`config.mk`:
```
export PLATFORM = sky130hd
export DESIGN_NAME = hilo_muldiv_ctrl
export DESIGN_NICKNAME = d
export VERILOG_FILES = /design/src/rtl/hilo_muldiv_ctrl_pkg.sv /design/src/rtl/hilo_muldiv_ctrl_div_step.sv /design/src/rtl/hilo_muldiv_ctrl.sv
export SDC_FILE = /design/constraint.sdc
export NUM_CORES = 2
export LEC_CHECK = 0
export BUFFER_PORTS_ARGS = -buffer_cell sky130_fd_sc_hd__buf_2
export CORE_UTILIZATION = 45
export CTS_CLUSTER_DIAMETER = 50
export DETAILED_ROUTE_END_ITERATION = 10
export SETUP_SLACK_MARGIN = 0.4
export SLEW_MARGIN = 10
export SYNTH_ARGS = -nofsm -noshare
export SYNTH_HDL_FRONTEND = slang
export SYNTH_SLANG_ARGS = --single-unit
```
`constraint.sdc`:
```
create_clock -name clk -period 9.6 [get_ports clk]
set_input_delay 2.88 -clock clk [delete_from_list [all_inputs] [get_ports clk]]
set_output_delay 2.88 -clock clk [all_outputs]
set_load 0.01 [all_outputs]
```
`src/rtl/hilo_muldiv_ctrl_pkg.sv`:
```
// Shared types for the HI/LO multiply/divide sequencer: op encodings and FSM states.
package hilo_muldiv_ctrl_pkg;

  localparam logic [1:0] OpMult  = 2'b00;
  localparam logic [1:0] OpMultu = 2'b01;
  localparam logic [1:0] OpDiv   = 2'b10;
  localparam logic [1:0] OpDivu  = 2'b11;

  typedef enum logic [1:0] {
    StIdle = 2'b00,
    StMul  = 2'b01,
    StDiv  = 2'b10,
    StDone = 2'b11
  } state_e;

  function automatic logic op_is_signed(input logic [1:0] op);
    return ~op[0];
  endfunction

  function automatic logic op_is_div(input logic [1:0] op);
    return op[1];
  endfunction

endpackage

```
`src/rtl/hilo_muldiv_ctrl_div_step.sv`:
```
// One restoring-division iteration: shift in the next dividend bit, trial subtract, select.
module hilo_muldiv_ctrl_div_step #(
  parameter int unsigned DATA_W = 32
) (
  input  logic [DATA_W-1:0] rem_i,
  input  logic [DATA_W-1:0] quo_i,
  input  logic [DATA_W-1:0] divisor_i,
  output logic [DATA_W-1:0] rem_o,
  output logic [DATA_W-1:0] quo_o
);

  logic [DATA_W:0] shifted;
  logic [DATA_W:0] diff;

  always_comb begin
    shifted = {rem_i, quo_i[DATA_W-1]};
    diff    = shifted - {1'b0, divisor_i};
    // A set MSB means the trial subtract borrowed, so the partial remainder is restored.
    if (diff[DATA_W]) begin
      rem_o = shifted[DATA_W-1:0];
      quo_o = {quo_i[DATA_W-2:0], 1'b0};
    end else begin
      rem_o = diff[DATA_W-1:0];
      quo_o = {quo_i[DATA_W-2:0], 1'b1};
    end
  end

endmodule

```
`src/rtl/hilo_muldiv_ctrl.sv`:
```
// Multi-cycle MULT/MULTU/DIV/DIVU sequencer driving the HI/LO write port.
// Define MULDIV_FAST_DIV0_EN to finish a divide by zero in one cycle instead of iterating.
module hilo_muldiv_ctrl
  import hilo_muldiv_ctrl_pkg::*;
#(
  parameter int unsigned DATA_W   = 32,
  parameter int unsigned MULT_LAT = 4
) (
  input  logic              clk,
  input  logic              rst,
  input  logic              start_i,
  input  logic [1:0]        op_i,
  input  logic [DATA_W-1:0] srca_i,
  input  logic [DATA_W-1:0] srcb_i,
  input  logic              cancel_i,
  output logic              busy_o,
  output logic              stall_o,
  output logic              hilo_we_o,
  output logic [DATA_W-1:0] hi_o,
  output logic [DATA_W-1:0] lo_o
);

  localparam int unsigned CntMax = (DATA_W > MULT_LAT) ? DATA_W : MULT_LAT;
  localparam int unsigned CntW   = $clog2(CntMax + 1);
  localparam logic [CntW-1:0] MulLast = CntW'(MULT_LAT - 1);
  localparam logic [CntW-1:0] DivLast = CntW'(DATA_W - 1);

  state_e            state_q, state_d;
  logic [CntW-1:0]   cnt_q, cnt_d;
  logic              sa_q, sa_d;
  logic              sb_q, sb_d;
  // opa_q doubles as the quotient shift register while dividing.
  logic [DATA_W-1:0] opa_q, opa_d;
  logic [DATA_W-1:0] opb_q, opb_d;
  logic [DATA_W-1:0] rem_q, rem_d;
  logic [DATA_W-1:0] hi_q, hi_d;
  logic [DATA_W-1:0] lo_q, lo_d;

  logic              sa_in, sb_in;
  logic [DATA_W-1:0] a_mag, b_mag;
  logic [2*DATA_W-1:0] prod_mag, prod;
  logic [DATA_W-1:0] rem_nxt, quo_nxt;
  logic [DATA_W-1:0] quo_fix, rem_fix;

  function automatic logic [DATA_W-1:0] cond_neg(input logic [DATA_W-1:0] v, input logic c);
    return c ? -v : v;
  endfunction

  hilo_muldiv_ctrl_div_step #(
    .DATA_W(DATA_W)
  ) u_div_step (
    .rem_i    (rem_q),
    .quo_i    (opa_q),
    .divisor_i(opb_q),
    .rem_o    (rem_nxt),
    .quo_o    (quo_nxt)
  );

  // Operands are kept as magnitudes; signs are applied once the result is formed.
  always_comb begin
    sa_in    = op_is_signed(op_i) & srca_i[DATA_W-1];
    sb_in    = op_is_signed(op_i) & srcb_i[DATA_W-1];
    a_mag    = cond_neg(srca_i, sa_in);
    b_mag    = cond_neg(srcb_i, sb_in);
    prod_mag = {{DATA_W{1'b0}}, opa_q} * {{DATA_W{1'b0}}, opb_q};
    prod     = (sa_q ^ sb_q) ? -prod_mag : prod_mag;
    quo_fix  = cond_neg(quo_nxt, sa_q ^ sb_q);
    rem_fix  = cond_neg(rem_nxt, sa_q);
  end

  always_comb begin
    state_d   = state_q;
    cnt_d     = cnt_q;
    sa_d      = sa_q;
    sb_d      = sb_q;
    opa_d     = opa_q;
    opb_d     = opb_q;
    rem_d     = rem_q;
    hi_d      = hi_q;
    lo_d      = lo_q;
    stall_o   = 1'b0;
    hilo_we_o = 1'b0;

    unique case (state_q)
      StIdle: begin
        if (start_i && !cancel_i) begin
          stall_o = 1'b1;
          sa_d    = sa_in;
          sb_d    = sb_in;
          opa_d   = a_mag;
          opb_d   = b_mag;
          rem_d   = '0;
          cnt_d   = '0;
          if (!op_is_div(op_i)) begin
            state_d = StMul;
          end
`ifdef MULDIV_FAST_DIV0_EN
          else if (srcb_i == '0) begin
            state_d = StDone;
            lo_d    = cond_neg('1, sa_in ^ sb_in);
            hi_d    = cond_neg(a_mag, sa_in);
          end
`endif
          else begin
            state_d = StDiv;
          end
        end
      end

      StMul: begin
        stall_o = 1'b1;
        if (cancel_i) begin
          state_d = StIdle;
          cnt_d   = '0;
        end else if (cnt_q == MulLast) begin
          state_d = StDone;
          cnt_d   = '0;
          hi_d    = prod[2*DATA_W-1:DATA_W];
          lo_d    = prod[DATA_W-1:0];
        end else begin
          cnt_d = cnt_q + CntW'(1);
        end
      end

      StDiv: begin
        stall_o = 1'b1;
        opa_d   = quo_nxt;
        rem_d   = rem_nxt;
        if (cancel_i) begin
          state_d = StIdle;
          cnt_d   = '0;
        end else if (cnt_q == DivLast) begin
          state_d = StDone;
          cnt_d   = '0;
          hi_d    = rem_fix;
          lo_d    = quo_fix;
        end else begin
          cnt_d = cnt_q + CntW'(1);
        end
      end

      StDone: begin
        hilo_we_o = ~cancel_i;
        state_d   = StIdle;
      end

      default: state_d = StIdle;
    endcase
  end

  always_ff @(posedge clk) begin
    if (!rst) begin
      state_q <= StIdle;
      cnt_q   <= '0;
      sa_q    <= 1'b0;
      sb_q    <= 1'b0;
      opa_q   <= '0;
      opb_q   <= '0;
      rem_q   <= '0;
      hi_q    <= '0;
      lo_q    <= '0;
    end else begin
      state_q <= state_d;
      cnt_q   <= cnt_d;
      sa_q    <= sa_d;
      sb_q    <= sb_d;
      opa_q   <= opa_d;
      opb_q   <= opb_d;
      rem_q   <= rem_d;
      hi_q    <= hi_d;
      lo_q    <= lo_d;
    end
  end

  assign busy_o = (state_q != StIdle);
  assign hi_o   = hi_q;
  assign lo_o   = lo_q;

endmodule

```
==> impl_metrics.ini <==
[clock_network]
cts_buffers = 17
cts_root_buffer = clkbuf_16
clk_pin_slew_worst_paths_ns = 0.10
cts_sinks = 170
cts_max_path_buffers = 2
cts_hold_buf = 0
h-tree-depth = 4
clk_latency_ns = 0.53
cts_tree = built

[logic_synthesis]
synth_warnings = 0
syn-cell-area_um2 = 48200
syn_nets = 7141
avgSynthCellArea_um2 = 8.22
ys_ff_latch = 170
synth_cell_types = 105
synthCells = 5867
ys.flop_type = dfxtp_1
synthArstFlopShare_pct = 0
ys_seq_area_share_pct = 7.06
synth_edf_count = 0

[setup_path]
crit_top_cell = fa_1
required_ns = 10.02
cp-start-kind = flop
arrival_ns = 9.36
worstSetupEndpointType = flop
crit_fanout = 9
critical_path.slowest_cell = fa_1
max_stage_delay_ns = 0.55
critical_path_class = reg -> reg
cp_num_buf_inv = 6
crit_family = adder cells

[timing]
timing.fmax_mhz = 112
clock_skew_ns = 0.0220
finalHoldViolations = 0
worstMarginPinSlew_ns = 1.14
slew_violations = 0
relSlewSlack_pct = 24.0
rsz0062_at_grt = false
fin_crit_sh_pct = 93.1
timing.setup.tns_ns = 0
final-setup-viol-count = 0
period_needed_ns = 8.94

[final_layout]
fin_nets = 7181
fin_cells = 7315
area_growth_pct = 8.46
drive_gt1_share_pct = 9.29

[global_route]
grt_pass1_wl_um = 270000
grtUsageTotal_pct = 33.5
overflow = 0
grt_max_degree = 84
antenna_found_initial = 13
grt_pass1_vias = 42900

[routing]
first_pass_iters = 11
wire_per_inst_um = 24.3
routed_wl_um = 178000
postRouteAntennaNets = 0
vias_per_cell = 5.77
vias = 42200
drtIter0Drc = 3840
drc = 8

[outcome]
status = complete, but fails checks
violations = DRC

[floorplan]
initial_core_util_pct = 45.6
core-area_um2 = 106000
dieArea_um2 = 108000
dieWidth_um = 329
die_y_um = 329
num_rows = 119
io_pins = 137

[placement]
place_inst = 7272
dp_hpwl_um = 144000
port_buffers = 136
place_congestion = 1.01

[run]
maxCapViolations = 0

[power]
p_per_area_nw_per_um2 = 187
leakagePower_uw = 0.0246
vdd_drop_max_v = 0.000241

[min_path]
min_path_type = reg -> reg
## Yosys cell counts, types with 14 or more instances
master | instances | share of area (%)
o21ai_0 | 166 | 1.7
a21oi_1 | 292 | 3.0
or3_1 | 36 | 0.47
and4_1 | 18 | 0.33
buf_2 | 22 | 0.23
o211ai_1 | 41 | 0.64
o31ai_1 | 25 | 0.39
fa_1 | 897 | 37
and2_1 | 490 | 6.4
nand2_1 | 789 | 6.1
xnor2_1 | 131 | 2.4
o21bai_1 | 15 | 0.23
xor2_1 | 90 | 1.6
nor4_1 | 34 | 0.44
a31oi_1 | 30 | 0.39
nand4_1 | 28 | 0.36
a211oi_1 | 54 | 0.84
nor3_1 | 66 | 0.69
clkbuf_1 | 316 | 2.5
a21o_1 | 43 | 0.67
nand3_1 | 51 | 0.53
nor2_1 | 404 | 3.1
and3_1 | 24 | 0.31
o21a_1 | 22 | 0.34
mux2i_1 | 35 | 0.73
buf_1 | 23 | 0.18
nor2b_1 | 20 | 0.26
a22oi_1 | 14 | 0.22
ha_1 | 307 | 8.0
inv_1 | 912 | 7.1
dfxtp_1 | 170 | 7.1
or4_1 | 14 | 0.22
## sequential cells by signal, indices dropped and copies added, names as in the netlist, 2 cells and up
register and flops:
opa_q 32, lo_o 32, state_q 2, hi_o 32, rem_q 32, opb_q 32, cnt_q 6
## stage by stage
step                hold WS, ns  power [uW]  worst slack (ns)  utilization, %  instance area (um2)
floorplan                 0.449        5720              1.02               -                48200
global placement          0.441        8720             0.170            48.5                51300
detailed placement        0.438        8730             0.153            48.6                51300
CTS                       0.457        9630             0.395            49.2                52000
global route              0.483       10400             0.401            49.5                52300
finish                    0.455        9800             0.661            49.5                52300
## report_power, final
part           total (uW)  switching (uW)  internal [uW]
registers            1040             235            805
logic                7920            5120           2800
clock network         836             452            384
## per-layer routing
metal	routed length [um]	vias up	GRT usage, %	part of all wire (%)
met2	82000	1763	54.1	46
met4	8140	8	13.6	4.6
met3	13900	340	4.98	7.8
met1	73500	21400	45.1	41
li1	-	18700	-	-
met5	50	-	0	0.028
## cell type report
type	instances	area (um2)
clock buffer	17	425
antenna	4	10.0
fill	10400	53400
sequential	170	3450
multi-input combinational	4410	40100
tap	1391	1740
timing repair buffer	390	2870
inverter	918	3470
clock inverter	15	220
## final timing paths
kind / from / endpoint / depth (start not counted) / slack (ns)
min reg2reg: hi_o[6] / hi_o[6] / 2 / 0.45
min: hi_o[6] / hi_o[6] / 2 / 0.45
max: opb_q[8] / hi_o[24] / 28 / 0.66
max reg2reg: opb_q[8] / hi_o[24] / 28 / 0.66
## cell usage in the layout (no fill, tap or decap), types with 14 or more instances in the layout
cell,count
o21ai_1,15
o21a_1,22
a21oi_1,287
xnor2_1,130
a22oi_1,14
fa_1,897
o31ai_1,25
and4_1,16
and2_1,488
nor2b_1,19
dfxtp_1,148
or3_1,36
nand2_1,789
clkbuf_16,17
buf_4,225
and3_1,23
o211ai_1,41
mux2i_1,35
nand4_1,28
a31oi_1,30
inv_1,907
nor2_1,401
nand3_1,51
ha_1,305
xor2_1,89
nor3_1,64
a21o_1,43
buf_2,136
buf_12,18
a211oi_1,52
o21ai_0,161
dfxtp_2,14
o21bai_1,14
nor4_1,31
## timing repair
item | in CTS | in global routing
resized for setup | 13 | 61
buffers inserted | 0 | 7
pin swaps | 0 | 2
endpoints found under the setup margin | 22 | 36
## worst register-to-register path: cells and delay by family, from the launching register on
family | cells | cell delay [ns]
adders and majority gates | 9 | 4.17
and+or+nand+nor | 5 | 1.55
AOI/OAI and AO/OA | 6 | 1.35
buffers and inverters | 6 | 1.02
DFF | 1 | 0.44
xor gates and xnor gates | 2 | 0.33
## logic make-up after synthesis
| group | share of synthesized area [%] |
|---|---|
| compound gates | 12.2 |
| mux | 0.984 |
| simple gates | 20.4 |
| flops | 7.06 |
| xor+xnor | 4.02 |
| fa+ha+maj | 45.2 |
| buf+inv | 10.2 |
No activity file was read; power rests on OpenSTA's default activity.
